[src/rtl/mul_wb_arbiter.sv]
// mul_wb_arbiter: writeback stage behind the multiplier.
// Keeps an in-order tag queue of multiply destinations and pairs each returning
// result with its rd. The single register-file write port is shared between the
// 1-cycle ALU path and buffered multiply results. A starvation counter forces a
// MUL win after STARVE_LIMIT consecutive ALU wins while a filled head waits.
module mul_wb_arbiter #(
  parameter int WD_SIZE       = 32,
  parameter int REG_ADDR_SIZE = 5,
  parameter int TAG_DEPTH     = 4,
  parameter int STARVE_LIMIT  = 3
) (
  input  logic                     clk,
  input  logic                     reset,
  // multiply issue side
  input  logic                     mul_issue_i,
  input  logic [REG_ADDR_SIZE-1:0] mul_rd_i,
  output logic                     mul_stall_o,
  // multiply result side
  input  logic                     mul_valid_result_i,
  input  logic [WD_SIZE-1:0]       mul_result_i,
  // ALU result side
  input  logic                     alu_valid_i,
  input  logic [REG_ADDR_SIZE-1:0] alu_rd_i,
  input  logic [WD_SIZE-1:0]       alu_result_i,
  output logic                     alu_stall_o,
  // register-file write port
  output logic                     wb_en_o,
  output logic [REG_ADDR_SIZE-1:0] wb_rd_o,
  output logic [WD_SIZE-1:0]       wb_data_o,
  output logic                     err_o
);

  localparam int PW = (TAG_DEPTH > 1) ? $clog2(TAG_DEPTH) : 1;
  localparam int CW = $clog2(TAG_DEPTH + 1);
  localparam int SW = (STARVE_LIMIT > 1) ? $clog2(STARVE_LIMIT + 1) : 1;
  localparam logic [CW-1:0] L_FULL = CW'(TAG_DEPTH);
  localparam logic [SW-1:0] L_SLIM = SW'(STARVE_LIMIT);

  // tag queue storage
  logic [REG_ADDR_SIZE-1:0] r_tag_rd   [TAG_DEPTH];
  logic [WD_SIZE-1:0]       r_tag_data [TAG_DEPTH];
  logic [TAG_DEPTH-1:0]     r_tag_filled;

  // queue pointers and occupancy
  logic [PW-1:0] r_head;      // retire
  logic [PW-1:0] r_tail;      // alloc
  logic [PW-1:0] r_fill;      // next entry awaiting a result
  logic [CW-1:0] r_count;     // allocated entries
  logic [CW-1:0] r_unfilled;  // allocated entries still waiting for data

  logic [SW-1:0] r_starve;

  logic                     r_wb_en;
  logic [REG_ADDR_SIZE-1:0] r_wb_rd;
  logic [WD_SIZE-1:0]       r_wb_data;
  logic                     r_err;

  logic w_full;
  logic w_issue_ok;
  logic w_fill_ok;
  logic w_head_rdy;
  logic w_starved;
  logic w_mul_win;
  logic w_alu_win;

  // Slot availability is judged on the registered count only, so a same-cycle
  // retire never makes room for a same-cycle issue.
  assign w_full     = (r_count == L_FULL);
  assign w_issue_ok = mul_issue_i && !w_full;
  // A result needs an entry that was allocated and unfilled before this cycle;
  // an issue in the same cycle cannot be the one it completes.
  assign w_fill_ok  = mul_valid_result_i && (r_unfilled != '0);

  assign w_head_rdy = (r_count != '0) && r_tag_filled[r_head];
  assign w_starved  = (r_starve == L_SLIM) && w_head_rdy;
  assign w_mul_win  = w_starved || (!alu_valid_i && w_head_rdy);
  assign w_alu_win  = alu_valid_i && !w_starved;

  assign mul_stall_o = w_full;
  assign alu_stall_o = alu_valid_i && w_starved;
  assign wb_en_o     = r_wb_en;
  assign wb_rd_o     = r_wb_rd;
  assign wb_data_o   = r_wb_data;
  assign err_o       = r_err;

  // Pointer and occupancy bookkeeping; pointers wrap naturally (power-of-two depth).
  always_ff @(posedge clk or posedge reset) begin
    if (reset) begin
      r_head     <= '0;
      r_tail     <= '0;
      r_fill     <= '0;
      r_count    <= '0;
      r_unfilled <= '0;
    end else begin
      if (w_issue_ok) r_tail <= r_tail + PW'(1);
      if (w_fill_ok)  r_fill <= r_fill + PW'(1);
      if (w_mul_win)  r_head <= r_head + PW'(1);
      case ({w_issue_ok, w_mul_win})
        2'b10:   r_count <= r_count + CW'(1);
        2'b01:   r_count <= r_count - CW'(1);
        default: r_count <= r_count;
      endcase
      case ({w_issue_ok, w_fill_ok})
        2'b10:   r_unfilled <= r_unfilled + CW'(1);
        2'b01:   r_unfilled <= r_unfilled - CW'(1);
        default: r_unfilled <= r_unfilled;
      endcase
    end
  end

  // Tag entries: issue allocates rd, result fills data, retire clears filled.
  // The three never target the same index in one cycle (head is filled, fill
  // points at an unfilled entry, tail is free).
  always_ff @(posedge clk or posedge reset) begin
    if (reset) begin
      r_tag_filled <= '0;
      for (int i = 0; i < TAG_DEPTH; i++) begin
        r_tag_rd[i]   <= '0;
        r_tag_data[i] <= '0;
      end
    end else begin
      if (w_mul_win) r_tag_filled[r_head] <= 1'b0;
      if (w_issue_ok) begin
        r_tag_rd[r_tail]     <= mul_rd_i;
        r_tag_filled[r_tail] <= 1'b0;
      end
      if (w_fill_ok) begin
        r_tag_data[r_fill]   <= mul_result_i;
        r_tag_filled[r_fill] <= 1'b1;
      end
    end
  end

  // Starvation counter: counts ALU wins over a waiting filled head, saturating.
  always_ff @(posedge clk or posedge reset) begin
    if (reset) begin
      r_starve <= '0;
    end else if (w_mul_win) begin
      r_starve <= '0;
    end else if (w_alu_win && w_head_rdy && (r_starve != L_SLIM)) begin
      r_starve <= r_starve + SW'(1);
    end
  end

  // Writeback register: winner loads rd/data; x0 targets consume without a write.
  always_ff @(posedge clk or posedge reset) begin
    if (reset) begin
      r_wb_en   <= 1'b0;
      r_wb_rd   <= '0;
      r_wb_data <= '0;
    end else if (w_mul_win) begin
      r_wb_en   <= (r_tag_rd[r_head] != '0);
      r_wb_rd   <= r_tag_rd[r_head];
      r_wb_data <= r_tag_data[r_head];
    end else if (w_alu_win) begin
      r_wb_en   <= (alu_rd_i != '0);
      r_wb_rd   <= alu_rd_i;
      r_wb_data <= alu_result_i;
    end else begin
      r_wb_en   <= 1'b0;
    end
  end

  // Sticky protocol error: issue into a full queue or a result with nothing pending.
  always_ff @(posedge clk or posedge reset) begin
    if (reset) begin
      r_err <= 1'b0;
    end else if ((mul_issue_i && w_full) || (mul_valid_result_i && !w_fill_ok)) begin
      r_err <= 1'b1;
    end
  end

endmodule
[config.mk]
export PLATFORM = sky130hd
export DESIGN_NAME = mul_wb_arbiter
export DESIGN_NICKNAME = d
export VERILOG_FILES = /design/src/rtl/mul_wb_arbiter.sv
export SDC_FILE = /design/constraint.sdc
export NUM_CORES = 1
export LEC_CHECK = 0
export BUFFER_PORTS_ARGS = -buffer_cell sky130_fd_sc_hd__buf_2
export CAP_MARGIN = 20
export CORE_MARGIN = 2
export CORE_UTILIZATION = 58
export CTS_CLUSTER_SIZE = 14
export DETAILED_ROUTE_END_ITERATION = 8
export MAX_ROUTING_LAYER = met4
export PLACE_DENSITY = 0.89
export SLEW_MARGIN = 25
export SYNTH_ARGS = -nofsm -noshare
export SYNTH_HDL_FRONTEND = slang
export SYNTH_SLANG_ARGS = --single-unit
[constraint.sdc]
create_clock -name clk -period 6.7 [get_ports clk]
set_clock_uncertainty 0.1 [all_clocks]
set_input_delay 0.335 -clock clk [delete_from_list [all_inputs] [get_ports clk]]
set_output_delay 0.335 -clock clk [all_outputs]
set_load 0.01 [all_outputs]
==> results of run 1 <==
-- worst max-delay path: cells and delay by family (launching register included) --
kind                   cells  cell delay (ns)
buffers and inverters      1             0.48
AO/OA/AOI/OAI              1             0.28
AND/OR/NAND/NOR            2             0.82
multiplexers               1             0.41
flip-flops                 1             1.08
-- report_power, final --
part           internal, mW  leakage [nW]  switching [mW]  total, mW
combinational          1.20          1.97           0.988       2.19
sequential             1.88          2.44           0.378       2.26
clock                 0.646         0.323           0.460       1.11
-- synthesized netlist by cell type, types with 2 or more instances --
library cell  instances
and2_1                2
a32o_1                4
mux2_2              150
mux2i_1              39
xnor2_1               6
ha_1                 14
mux4_1                2
dfrtp_1             205
nand2_1              53
clkbuf_1              5
inv_1                13
buf_2                22
buf_6                 6
xor2_1                3
o21ai_0              36
mux4_2               36
nor2_1                3
fa_1                  2
o21ai_1               7
a21oi_1               2
and3_1                3
or4_1                 2
-- logic make-up after synthesis --
logic type | synth area share, %
simple gates | 3.29
compound gates | 3.07
mux | 32.0
buf+inv | 2.79
xor+xnor | 0.856
flops | 55.7
fa+ha+maj | 2.34
-- final cells by class --
type | count | share of cell area, %
Multi-Input combinational cell | 373 | 36.2
Sequential cell | 205 | 48.3
Clock inverter | 7 | 0.601
Timing Repair Buffer | 127 | 6.25
Clock buffer | 28 | 5.48
Inverter | 13 | 0.530
Antenna cell | 2 | 0.0471
Tap cell | 216 | 2.55
-- worst max-delay path by stage --
stage	from	endpoint	slack, ns
3_3_place_gp	r_head[1]	r_tag_filled[2]	3.54
4_1_cts	r_head[1]	r_tag_filled[0]	3.38
3_5_place_dp	r_head[1]	r_tag_filled[0]	3.43
5_1_grt	r_head[1]	wb_data_o[5]	3.20
6_report	r_head[1]	r_tag_filled[0]	3.39
2_1_floorplan	reset	err_o	0.67
-- flip-flops by register name, indices dropped and copies added (netlist names) --
name	cells
err_o	1
r_count	3
r_fill	2
r_head	2
r_starve	2
r_tag_data	128
r_tag_filled	4
r_tag_rd	20
r_tail	2
r_unfilled	3
wb_data_o	32
wb_en_o	1
wb_rd_o	5
-- layer usage --
layer / wire (um) / up-vias / track usage (%)
met3: 1070 / 25 / 4.51
met2: 9970 / 163 / 41.1
met5: 0 / - / -
li1: - / 2495 / -
met1: 7810 / 2894 / 30.7
met4: 291 / 0 / 4.43
-- timing repair --
item | in CTS | in global routing
resized for setup | 0 | 0
hold buffers | 3 | 0
endpoints found under the hold margin | 61 | 0
==> run metrics, run 1 <==
antenna violations before repair 2; Die Width 130 um; Worst Path Arrival 3.58 ns; syn_area_per_cell approximately 15 um2; Gate Count Post-Synth 626; Synth warnings 0; setup ws final approximately 3.4 ns; commonest non-fill, non-tap cell in the layout dfrtp_1; Final Cell Area 10600 um2; final std cells w/o fill 971; Clk Latency, worst-skew pair 0.49 ns; dpl hpwl between 10000 and 15000 um; cell depth of the worst flop-to-flop path 5; post-route ant nets 0; clock root cell clkbuf_16; num rows 46; first-pass GRT wire length between 30000 and 40000 um; RR Endpoint r_tag_filled[0]; post-synth top area share 55.7%; Starting DRT DRC Count roughly 300; Fin. Hold Viols 0; largest area contributor in the netlist dfrtp_1; CTS max path bufs 3; power per cell area about 520 nW/um2; Worst path slowest cell dfrtp_2; final count of negative-setup-slack endpoints 0; r2r setup slk 3.39 ns; cell area after synthesis around 9200 um2; fmax 303 MHz; total gr overflow 0; share of layout cells above drive strength 1 between 40% and 50%; Power, Total ~5.6 mW; H-tree levels 1; Post-synth EDFFs 0; synth top area cells dfrtp_1, mux2_2, mux4_2; part of the Yosys area used for sequential elements roughly 56%; unrepaired setup endpoints after global routing false; IO Port Bufs approximately 120; FFs w/ async S/R, synth 100%; CP Data Required Time 6.97 ns; DRC viols 0; fill cell count ~1100; Core Region about 16000 um2; Hold Path Class in2reg; Max IR drop VDD approximately 0.29 mV; register area ~5000 um2; FF+latch count, synth 205; Util after Layout approximately two thirds; DIE HEIGHT 130 um; vias around 5600; setup bufs post-CTS 0; slowest stage delay, CP ~1.1 ns; setup TNS 0 ns; Cells after DPL slightly above 900; Hold WS 0.0132 ns; min-delay src mul_result_i[15]; crit-path cells mux4_1 -> and3_2 -> buf_4 -> nand2_1 -> a32o_1; Syn Nets about 700; Die ar. 16900 um2; Initial Util slightly below 60%; Netlist cell types 33; Max transition margin 28.7%; Via density 5.74; Worst Setup Start Kind flop; Post-synth top flop dfrtp_1; Placed Area just under 10000 um2; Reg clk slew, reported paths roughly 0.060 ns; CP endpoint kind flop; TritonCTS clock tree built; All-Layer GR Usage roughly a quarter; Pre-antenna DRT Iters 4; worst-path fanout max 41; pre-CTS WS 3.43 ns; Max Slew Vio Count 0; minimum clock period after layout 3.31 ns; clk sink count slightly above 200; run status completed; CTS Buf Count 21; vias in the first global route between 6000 and 7000; Crit Path Category reg2reg; Hold Crit Depth 2; WL/cell slightly below 20 um; Layout area overhead 15.3%; Worst-Margin Slew about 1.1 ns; hold endpoint r_tag_data[47]; static leakage about 4.7 nW; commonest non-fill, non-tap cells in the layout dfrtp_1, mux2_2, buf_2, nand2_1, mux2i_1; reg2reg start r_head[1]; fin crit share roughly 50%; Multi-input gate area approximately 3800 um2; global placer's final weighted congestion 0.851; Post-Route WL 19100 um; I/O Pins 120; max-cap viol count 0; nets roughly 840; pin count of the biggest net entering global routing 133
(Power assumes the default switching activity.)
==> run 2, diff against run 1 <==
Settings changed: CORE_UTILIZATION 58 to 52, PLACE_DENSITY 0.89 to 0.85.
Clock period 6.7 ns to 2.9 ns, I/O delays scaled along.
==> run 2 against run 1 <==
  * Global-route usage down 1.1 points
  * Clock power up 140%
  * Power up 140%
  * Register-to-register slack worse by 3.2 ns
  * Wire length up 5.3%
  * Fmax up 20%
  * Highest routed layer unchanged
==> run metrics, run 2 (synthesized netlist as in run 1, its figures left out) <==
cell depth of the worst flop-to-flop path 6 (+1); Fin. Hold Viols 0 (unchanged); commonest non-fill, non-tap cells in the layout dfrtp_1, mux2_2, buf_2, dlygate4sd3_1, nand2_1; Initial Util 53.2% (-5.4 points); CP endpoint kind flop; first-pass GRT wire length 32400 um (+6.0%); Worst Path Arrival 3.02 ns (-0.56 ns); Worst-Margin Slew 0.731 ns (-0.339 ns); fin crit share 94.8% (+46 points); unrepaired setup endpoints after global routing false; minimum clock period after layout 2.75 ns (-0.554 ns); pin count of the biggest net entering global routing 63 (-53%); worst-path fanout max 38 (-7.3%); Die Width 137 um (+5.4%); Pre-antenna DRT Iters 4 (unchanged); fmax 364 MHz (+20%); nets 930 (+11%); Core Region 17300 um2 (+10%); Placed Area 10100 um2 (+1.9%); Largest register FFs 128 (unchanged); commonest non-fill, non-tap cell in the layout dfrtp_1; post-route ant nets 0 (unchanged); setup bufs post-CTS 0 (unchanged); Final Cell Area 11600 um2 (+9.6%); CTS Buf Count 22 (+4.8%); total gr overflow 0 (unchanged); DRC viols 0 (unchanged); WL/cell 18.8 um (-4.7%); static leakage 5.16 nW (+9.0%); Layout area overhead 26.3%; Max IR drop VDD 0.793 mV (+170%); dpl hpwl 12300 um (-1.1%); global placer's final weighted congestion 0.743 (-13%); reg2reg start r_head[0]; H-tree levels 1 (unchanged); final std cells w/o fill 1073 (+11%); DIE HEIGHT 137 um (+5.4%); Cells after DPL 953 (+2.4%); num rows 48 (+4.3%); final count of negative-setup-slack endpoints 0 (unchanged); CP Data Required Time 3.17 ns (-3.80 ns); vias 5850 (+4.9%); r2r setup slk 0.15 ns (-3.25 ns); Max Slew Vio Count 0 (unchanged); All-Layer GR Usage 23.0% (-1.1 points); Post-Route WL 20200 um (+5.3%); share of layout cells above drive strength 1 42.7% (-3.7 points); Die ar. 18800 um2 (+11%); clock root cell clkbuf_16; Clk Latency, worst-skew pair 0.50 ns (about the same); vias in the first global route 6450 (+7.1%); Hold Path Class in2async; clk sink count 205 (unchanged); largest register by flop count r_tag_data; Crit Path Category reg2reg; I/O Pins 120 (unchanged); Worst Setup Start Kind flop; CTS max path bufs 3 (unchanged); Reg clk slew, reported paths 0.06 ns (about the same); IO Port Bufs 119 (unchanged); antenna violations before repair 1 (-1); Via density 5.45 (-5.1%); Starting DRT DRC Count 188 (-37%); max-cap viol count 0 (unchanged); Util after Layout 67.3% (-0.31 points); power per cell area 1120 nW/um2 (+110%); Max transition margin 51.2% (+22 points); TritonCTS clock tree built; run status completed; RR Endpoint wb_data_o[4]
## run 2: cell count changes in the layout (fill, tap and decap cells not counted), sizes merged, moves of 2 or more
cell / previous run / this run
buf: 124 / 137
clkbuf: 28 / 33
clkinv: 5 / 3
dlygate4sd3: 3 / 83
inv: 14 / 12
## run 2: how the worst max path moves through the flow
stage	to	from	slack (ns)	cells past startpoint
5_1_grt	wb_data_o[4]	r_head[0]	0.01	6
4_1_cts	wb_data_o[4]	r_head[0]	0.15	6
2_1_floorplan	err_o	reset	-0.003	1
3_3_place_gp	r_unfilled[2]	r_count[0]	0.53	9
6_report	wb_data_o[4]	r_head[0]	0.15	6
3_5_place_dp	r_unfilled[2]	r_count[0]	0.43	9
## run 2: layer usage
metal | share of wire [%] | up-vias | wire length (um) | global-route usage (%)
met5 | 0 | - | 0 | -
met4 | 1.8 | 0 | 362 | 5.78
met3 | 3.1 | 26 | 634 | 3.04
met2 | 53 | 121 | 10600 | 40.5
met1 | 42 | 3028 | 8560 | 28.1
li1 | - | 2675 | - | -
## run 2: layout make-up
type / count / area, um2
Antenna cell: 1 / 2.50
Clock buffer: 33 / 653
Clock inverter: 3 / 15.0
Fill cell: 1226 / 5660
Inverter: 13 / 52.6
Multi-Input combinational cell: 373 / 3850
Sequential cell: 205 / 5130
Tap cell: 225 / 282
Timing Repair Buffer: 220 / 1650
## run 2: repair_timing
action / CTS / global route
setup endpoints to repair: 0 / 1
hold buffers: 83 / 0
gates resized for setup: 0 / 1
endpoints found under the hold margin: 211 / 0
## run 2: worst max-delay path, cell delays in order, from the launching register on
cell           delay, ns
dfrtp_2             0.44
mux4_1              0.48
and3_4              0.34
buf_12              0.29
mux2i_1             0.22
o21ai_0             0.11
dlygate4sd3_1       0.60
## run 2: stage by stage
step	total power, mW	hold WS (ns)	setup TNS, ns	setup slack [ns]
6_report	13.0	0.237	0	0.149
3_3_place_gp	10.0	0.192	0	0.527
3_5_place_dp	10.3	0.198	0	0.428
5_1_grt	13.9	0.275	0	0.0127
2_1_floorplan	8.95	0.190	-0.670	-0.00327
4_1_cts	13.1	0.212	0	0.152
## run 2: report_power, final
| part | leakage (nW) | total, mW | internal (mW) | switching [mW] |
|---|---|---|---|---|
| combinational | 2.38 | 5.32 | 2.97 | 2.36 |
| sequential | 2.44 | 5.12 | 4.35 | 0.768 |
| clock | 0.331 | 2.61 | 1.54 | 1.07 |
| total | 5.16 | 13.0 | 8.86 | 4.19 |
